--- src/rtl/pc_flow_ctrl_pkg.sv ---
// Shared encodings for the PC sequencing controller: PC source selects,
// exception cause codes, FSM states and default handler vector addresses.
package pc_flow_ctrl_pkg;

    localparam logic [2:0] PC_SRC_ALUOUT = 3'b000;
    localparam logic [2:0] PC_SRC_ALURES = 3'b001;
    localparam logic [2:0] PC_SRC_JUMP   = 3'b010;
    localparam logic [2:0] PC_SRC_EPC    = 3'b011;
    localparam logic [2:0] PC_SRC_MDR    = 3'b100;

    localparam logic [1:0] CAUSE_NONE   = 2'b00;
    localparam logic [1:0] CAUSE_OPCODE = 2'b01;
    localparam logic [1:0] CAUSE_OVF    = 2'b10;
    localparam logic [1:0] CAUSE_DIV0   = 2'b11;

    localparam logic [7:0] VEC_OPCODE_DEFAULT = 8'd253;
    localparam logic [7:0] VEC_OVF_DEFAULT    = 8'd254;
    localparam logic [7:0] VEC_DIV0_DEFAULT   = 8'd255;

    typedef enum logic [3:0] {
        ST_IDLE,
        ST_INC,
        ST_JR,
        ST_BR,
        ST_JMP,
        ST_RTE,
        ST_EXC_SAVE,
        ST_EXC_READ,
        ST_EXC_LOAD
    } state_e;

endpackage

--- src/rtl/pc_flow_ctrl.sv ---
// Moore sequencer for the multicycle PC: picks the PC source per instruction
// and runs the save-EPC / read-vector / load-PC exception entry.
module pc_flow_ctrl
    import pc_flow_ctrl_pkg::*;
#(
    parameter int         MEM_WAIT   = 1,
    parameter logic [7:0] VEC_OPCODE = VEC_OPCODE_DEFAULT,
    parameter logic [7:0] VEC_OVF    = VEC_OVF_DEFAULT,
    parameter logic [7:0] VEC_DIV0   = VEC_DIV0_DEFAULT
) (
    input  logic       clk,
    input  logic       reset_n,
    input  logic       fetch,
    input  logic       resolve,
    input  logic       op_beq,
    input  logic       op_bne,
    input  logic       op_j,
    input  logic       op_jr,
    input  logic       op_rte,
    input  logic       alu_zero,
    input  logic       exc_opcode,
    input  logic       exc_ovf,
    input  logic       exc_div0,
    output logic [2:0] pc_src,
    output logic       pc_write,
    output logic       epc_write,
    output logic       vec_read,
    output logic [7:0] vec_addr,
    output logic [1:0] exc_cause,
    output logic       busy
);

    state_e     r_state;
    state_e     w_next;
    logic [3:0] r_cnt;
    logic [7:0] r_vec_addr;
    logic [1:0] r_exc_cause;
    logic       w_exc;
    logic       w_br_taken;
    logic       w_take_exc;

    assign w_exc      = exc_opcode | exc_ovf | exc_div0;
    assign w_br_taken = (op_beq & alu_zero) | (op_bne & ~alu_zero);
    assign w_take_exc = (r_state == ST_IDLE) & resolve & w_exc;

    // Requests only count in IDLE; anything arriving while busy is dropped.
    always_comb begin
        w_next = r_state;
        case (r_state)
            ST_IDLE: begin
                if (resolve) begin
                    if (w_exc)           w_next = ST_EXC_SAVE;
                    else if (op_rte)     w_next = ST_RTE;
                    else if (op_jr)      w_next = ST_JR;
                    else if (op_j)       w_next = ST_JMP;
                    else if (w_br_taken) w_next = ST_BR;
                end else if (fetch) begin
                    w_next = ST_INC;
                end
            end
            ST_EXC_SAVE: w_next = ST_EXC_READ;
            ST_EXC_READ: if (r_cnt == 4'd0) w_next = ST_EXC_LOAD;
            default:     w_next = ST_IDLE;
        endcase
    end

    always_comb begin
        pc_src    = PC_SRC_ALURES;
        pc_write  = 1'b0;
        epc_write = 1'b0;
        vec_read  = 1'b0;
        busy      = (r_state != ST_IDLE);
        case (r_state)
            ST_INC, ST_JR: pc_write = 1'b1;
            ST_BR:  begin pc_src = PC_SRC_ALUOUT; pc_write = 1'b1; end
            ST_JMP: begin pc_src = PC_SRC_JUMP;   pc_write = 1'b1; end
            ST_RTE: begin pc_src = PC_SRC_EPC;    pc_write = 1'b1; end
            ST_EXC_SAVE: epc_write = 1'b1;
            ST_EXC_READ: vec_read  = 1'b1;
            ST_EXC_LOAD: begin pc_src = PC_SRC_MDR; pc_write = 1'b1; end
            default: ;
        endcase
    end

    always_ff @(posedge clk or negedge reset_n) begin
        if (!reset_n) begin
            r_state     <= ST_IDLE;
            r_cnt       <= 4'd0;
            r_vec_addr  <= 8'd0;
            r_exc_cause <= CAUSE_NONE;
        end else begin
            r_state <= w_next;
            if (r_state == ST_EXC_SAVE)
                r_cnt <= 4'(MEM_WAIT);
            else if (r_state == ST_EXC_READ && r_cnt != 4'd0)
                r_cnt <= r_cnt - 4'd1;
            // Cause priority: opcode > div0 > ovf.
            if (w_take_exc) begin
                if (exc_opcode) begin
                    r_vec_addr  <= VEC_OPCODE;
                    r_exc_cause <= CAUSE_OPCODE;
                end else if (exc_div0) begin
                    r_vec_addr  <= VEC_DIV0;
                    r_exc_cause <= CAUSE_DIV0;
                end else begin
                    r_vec_addr  <= VEC_OVF;
                    r_exc_cause <= CAUSE_OVF;
                end
            end
        end
    end

    assign vec_addr  = r_vec_addr;
    assign exc_cause = r_exc_cause;

endmodule

--- config.mk ---
export PLATFORM = sky130hd
export DESIGN_NAME = pc_flow_ctrl
export DESIGN_NICKNAME = d
export VERILOG_FILES = /design/src/rtl/pc_flow_ctrl_pkg.sv /design/src/rtl/pc_flow_ctrl.sv
export SDC_FILE = /design/constraint.sdc
export NUM_CORES = 1
export LEC_CHECK = 0
export CORE_MARGIN = 2
export CORE_UTILIZATION = 45
export CTS_CLUSTER_DIAMETER = 50
export DETAILED_ROUTE_END_ITERATION = 8
export PLACE_DENSITY = 0.83
export RECOVER_POWER = 50
export SETUP_SLACK_MARGIN = 0.4
export SLEW_MARGIN = 20
export SYNTH_ARGS = -nofsm -noshare
export SYNTH_HDL_FRONTEND = slang
export SYNTH_SLANG_ARGS = --single-unit
--- constraint.sdc ---
create_clock -name clk -period 3.95 [get_ports clk]
set_input_delay 0.5925 -clock clk [delete_from_list [all_inputs] [get_ports clk]]
set_output_delay 0.5925 -clock clk [all_outputs]
set_load 0.01 [all_outputs]
; Yosys cells after proc, flatten, opt, wreduce, memory -nomap -nowiden
; Cells that the tools add are included.
[totals]
n_memories = 0
reg_bits = 18
out_inout_bits = 17
ramBits = 0
word_cells = 51
rom_bits = 0
latch_bits = 0
[classes]
n_eq_ne = 11
magnitude_cmp = 0
div = 0
n_mux = 19
n_addsub = 1
mul = 0
n_reduce_logical = 8
n_bitwise = 8
shifts = 0
[op_table]
columns = cell, count
row1 = 4-bit two-way mux, 10
row2 = "4-bit by 3-bit equality test with 1-bit output, second input constant", 4
row3 = 3-bit one-hot mux with 4 select lines, 1
row4 = 4-bit one-hot mux with 3 select lines, 1
row5 = "4-bit by 2-bit equality test with 1-bit output, second input constant", 2
row6 = 4-bit zero test, 2
row7 = 4-bit nonzero test, 2
row8 = "7-bit inequality test, second input constant", 1
row9 = 6-bit OR reduction, 1
row10 = 1-bit two-way mux, 5
row11 = 1-bit AND, 4
row12 = "4-bit by 1-bit equality test with 1-bit output, second input constant", 1
row13 = "4-bit equality test, second input constant", 1
row14 = 2-bit two-way mux, 2
row15 = "4-bit by 1-bit subtractor with 4-bit output, second input constant", 1
row16 = "3-bit inequality test, second input constant", 1
row17 = 1-bit bitwise OR, 3
row18 = 3-bit AND reduction, 1
row19 = "2-bit inequality test, second input constant", 1
row20 = 2-bit nonzero test, 1
row21 = 1-bit logical AND, 1
row22 = 1-bit inverter, 1

; Depth between registers and ports, before layout
[depth]
depth_word = 10
mapped_depth = 6

; Worst setup path before layout
; Ideal clock, no wire load.
[synth_timing]
path_kind = register -> output
from = register r_state[2]
to = output port busy
stages_incl_launch_ff = 3
n_path_buf = 0
slack_ns = 2.326
t_required_ns = 3.357
arrival_time_ns = 1.032
cell_sequence = dfrtp_1 -> nor4_2 -> inv_1
[synth_via]
elab_chain_len = 1
[synth_lines]
columns = element, line_no
row1 = from (decl), pc_flow_ctrl.sv:33  ; state_e r_state;
row2 = from (signal assigned), pc_flow_ctrl.sv:92  ; r_state <= w_next;
row3 = 4-bit nonzero test, pc_flow_ctrl.sv:72  ; busy = (r_state != ST_IDLE);
row4 = to (decl), pc_flow_ctrl.sv:30  ; output logic busy
; No other way between the ends.

; Final worst setup path
[layout_timing]
from = register r_state[3]
to = output port pc_write
[layout_via]
elab_chain_len = 3
elab_cells_between_ends = 8
[layout_lines]
columns = element, line_no
row1 = "4-bit equality test, or another cell as far along", pc_flow_ctrl.sv:73  ; case (r_state)
row2 = 6-bit OR reduction (no source line) *, n/a
row3 = 1-bit two-way mux *, pc_flow_ctrl.sv:73
row4 = to (decl), pc_flow_ctrl.sv:25  ; output logic pc_write,
; Every way passes the cells marked *; elsewhere a longest branch is shown, timed or not.

==> metrics.txt <==
Synth async-reset ratio 100%; setup TNS 0 ns; dpl cell area 985 sq um; Worst Setup SP r_state[3]; #FFs+latches synth 11; Switching Fraction 37.3%; fin cells 122; library cells used by synthesis 31; Post-synth EDFFs 0; Crit. End Element primary output; hold buffers post-CTS 0; CTS tree built; cells after synthesis 82; Fillers 134; max-slew headroom at the worst pin roughly 59%; commonest non-fill, non-tap cell in the layout clkdlybuf4s50_1; Tcrit/Tclk final 61.9%; GPL Wtd Cong a little over 0.7; global-route wire length before repair 2340 um; FP Rows 14; Critical Path RT roughly 3.4 ns; Area growth, synth to finish 32.5%; All-Layer GR Usage 16.5%; starting density of the core 48.8%; Setup-failing EPs final 0; reg2reg start r_state[3]; pwr dens 577 nW/um^2; Switch Pwr around 210 uW; clock group share of total power 13.8%; Hold Vio Cnt, Final 0; Syn Area/Cell 9.06 sq um; CP Data Arrival Time 1.85 ns; port bufs 29; crit-path max cell delay ~0.58 ns; CTS Buf Count 3; First DRT Iteration DRCs 9; status finished clean; GR Overflow Total 0; clk sinks 11; # diodes 0; Final Skew 0.00437 ns; min-delay worst type reg2reg; DRC errors left 0; Gates resized, CTS repair 0; utilization after layout between 60% and 70%; nets 122; cell family with most CP delay buffers and inverters; MaxCap Viol Count 0; Syn Nets between 90 and 100; Die W 44.6 um; share of cells above drive strength 1 under 10%; Via-to-Cell Ratio 5.15; CP Buf/Inv Count 1; worst skew pair latency 0.27 ns; total power 568 uW; synthesized area 743 sq um; Crit Path Class reg2out; Most used DFF post-synth dfrtp_1; Comb power frac 50.8%; antenna violations before repair 0; Max Slew Vio Count 0; wire per inst 11.7 um; Ports 30; fmax roughly 410 MHz; Clock Tree Buf Depth 2; drt total wl approximately 1400 um; Worst-path clk slew 0.07 ns; most frequent cells in the layout 27 x clkdlybuf4s50_1, 11 x nor2_1, 11 x dfrtp_1, 6 x a21oi_1, 6 x o21ai_0; peak fanout along the critical path 8; Pint 356 uW; Crit-path slowest cell clkdlybuf4s50_1; root buffer cell clkbuf_4; Die H roughly 45 um; CP Cell Sequence or2b_1 -> o21a_1 -> o32ai_1 -> clkdlybuf4s50_1; Setup crit start kind flop; via count roughly 630; RSZ-0062 raised after global routing false; drt pass-1 iters 4; design area 985 sq um; DP Wirelength about 1100 um; Leak ~0.41 nW; Flop pwr share 35.4%; hold path start vec_addr[1]; H-tree depth 1; largest net degree at the start of global routing 12; Die Area between 1500 and 2000 sq um; post-synthesis sequential area ratio between 30% and 40%; Peak VDD IR 325 uV; setup repair bufs after CTS 0; core box area 1520 sq um; antenna-violating nets left 0; Warnings, synthesis 0; Worst Tran Pin Value 0.621 ns; vias in the first global route between 500 and 600; minimum clock period ~2.4 ns; Placed Cells incl. Taps 118
-- final timing paths --
kind,end,slack (ns),depth (start not counted)
worst max-delay path,pc_write,1.50,4
worst min-delay path,vec_addr[1],0.51,2
worst max register to register,r_cnt[3],2.00,4
worst min register to register,vec_addr[1],0.51,2
max in group asynchronous,vec_addr[6],2.89,1
min in group asynchronous,r_state[0],0.72,1
-- power groups by stage --
stage	registers [mW]	clock network [mW]	logic, mW
global placement	0.204	0	0.295
global route	0.209	0.0823	0.318
finish	0.201	0.0785	0.288
detailed placement	0.208	0	0.304
floorplan	0.187	0	0.209
CTS	0.206	0.0788	0.305
-- Yosys cell counts, types with 2 or more instances --
| master | instances | area share, % |
|---|---|---|
| o21ai_0 | 5 | 3.4 |
| a21oi_1 | 5 | 3.4 |
| nand2_1 | 4 | 2.0 |
| ha_1 | 2 | 3.4 |
| nand3b_1 | 2 | 2.0 |
| nor3_1 | 3 | 2.0 |
| nor2_1 | 11 | 5.6 |
| nor2b_1 | 2 | 1.7 |
| or3_1 | 2 | 1.7 |
| dfrtp_1 | 11 | 37 |
| nand2b_1 | 3 | 2.5 |
| inv_1 | 5 | 2.5 |
| buf_4 | 8 | 8.1 |
| o21bai_1 | 2 | 2.0 |
-- per-stage QoR --
step | hold WS [ns] | setup slack [ns]
after floorplan | 0.297 | 2.33
after global placement | 0.481 | 1.81
after detailed placement | 0.497 | 1.78
after CTS | 0.506 | 1.48
after global routing | 0.522 | 1.35
final | 0.506 | 1.50
-- flip-flops by register name (all words and copies together), names as in the netlist --
register,count
r_cnt,4
vec_addr,2
r_state,4
exc_cause,1
-- tightest hold or removal path, delay by kind of cell, from the launching register on --
family,cells,cell delay [ns]
compound gates,1,0.06
flops,1,0.36
simple gates,1,0.05
-- cells by family after synthesis --
kind of cell	count (synthesis)	share of synthesized area (%)
flip-flops	11	37.0
AO/OA/AOI/OAI	20	18.4
adder cells (fa/ha/maj)	2	3.37
multiplexers	1	1.35
buffers and inverters	15	12.8
AND/OR/NAND/NOR	33	27.1
-- cell type report --
| type | count | area [sq um] | area share (%) |
|---|---|---|---|
| well taps | 16 | 20.0 | 2.03 |
| clock buffers | 4 | 26.3 | 2.67 |
| repair buffers | 30 | 298 | 30.2 |
| flip-flops and latches | 11 | 275 | 28.0 |
| inverters | 5 | 18.8 | 1.91 |
| multi-input cells | 56 | 347 | 35.2 |
-- routing by layer --
metal / vias to the layer above / part of all wire, % / track usage, %
met3: 5 / 3.6 / 2.45
met1: 275 / 47 / 23.3
met5: - / 0 / 0
met2: 20 / 46 / 22.3
met4: 0 / 2.9 / 12.7
li1: 328 / - / -
Note: power is estimated with default switching activity, not from simulation.
==> RTL edit: new RTL, same flow settings <==
Register the output `vec_addr` once more, without a reset; this adds one clock of latency there. The other outputs are not delayed to match.
--- a/src/rtl/pc_flow_ctrl.sv
+++ b/src/rtl/pc_flow_ctrl.sv
@@ -112,3 +112,5 @@
 
-    assign vec_addr  = r_vec_addr;
+    always_ff @(posedge clk) begin
+        vec_addr <= r_vec_addr;
+    end
     assign exc_cause = r_exc_cause;
Formal check against the unedited RTL: not equivalent (a bounded check fails within 4 cycles, from zero or initial values and one cycle with reset_n low).
==> RTL edit against the original RTL <==
Cell area grew 7.5%. Synthesized area is 6.9% higher. Wire length down 11%. Sequential share of layout area grew 3.7 points. Worst setup slack worse by 0.020 ns. Combinational power grew 8.7%. Power increased by 17%. Register-to-register slack better by 0.23 ns. Sequential cell count rose by 3.
==> RTL edit: results (changes against the original RTL) <==
stage,metric,value,unit,change
status,outcome,finished clean,,
cells_and_area,bufAreaShareNonClock,0.274,,-0.0282
cells_and_area,fin_cells,126,,+3.3%
power_and_ir_drop,max-vdd-ir-drop,0.000283,V,-13%
yosys,synthCells,84,,+2.4%
drt,vias,635,,+1.1%
yosys,syn_nets,99,,+2.1%
worst_hold_path,whs_path_depth,0,,-2
cells_and_area,drive_above_1_share,0.0734,,+0.0262
placed_design,gp_congestion,0.803,,+14%
worst_setup_path,cpPeakStageDelay,0.55,ns,-0.03 ns
global_routing,grt_pass1_wl,2300,um,-1.8%
yosys,yosys-top-cells-area,"dfrtp_1, dfxtp_1, buf_4",,
drt,detail_route.iter0.violations,5,,-4
worst_setup_path,critPathCapture,epc_write,,
cells_and_area,multi_input_gates,57,,+1.8%
cells_and_area,buffers,29,,-3.3%
worst_hold_path,min_from,r_vec_addr[6],,
global_routing,grt_pass1_vias,591,,+12%
yosys,async_reset_ff_frac,0.786,,-0.214
timing,worst_pin_slew,0.652,ns,+0.0305 ns
worst_hold_path,min_to,vec_addr[6],,
cells_and_area,final-seq-area,335,sq um,+22%
yosys,ys_types,29,,-6.5%
cells_and_area,syn_to_final_growth,33.2,%,
## RTL edit: kinds of logic after synthesis
group / count (synthesis) / synth area share
AO/OA/AOI/OAI: 16 / 0.145
XOR/XNOR: 1 / 0.0110
adder cells (fa/ha/maj): 2 / 0.0315
buffers and inverters: 13 / 0.0960
flip-flops: 14 / 0.422
multiplexers: 3 / 0.0378
AND/OR/NAND/NOR: 35 / 0.257
## RTL edit: power groups by stage
| stage | Sequential [mW] | Combinational, mW | Clock (mW) |
|---|---|---|---|
| 2_1_floorplan | 0.247 | 0.210 | 0 |
| 3_3_place_gp | 0.262 | 0.324 | 0 |
| 3_5_place_dp | 0.264 | 0.328 | 0 |
| 4_1_cts | 0.261 | 0.330 | 0.0984 |
| 5_1_grt | 0.263 | 0.350 | 0.108 |
| 6_report | 0.255 | 0.313 | 0.0966 |
## RTL edit: routing by layer
metal  vias up  part of all wire  GRT usage
met5         -                 0          0
met4         0             0.013     0.0514
li1        333                 -          -
met3         2             0.049          0
met1       277              0.46      0.197
met2        23              0.48      0.247
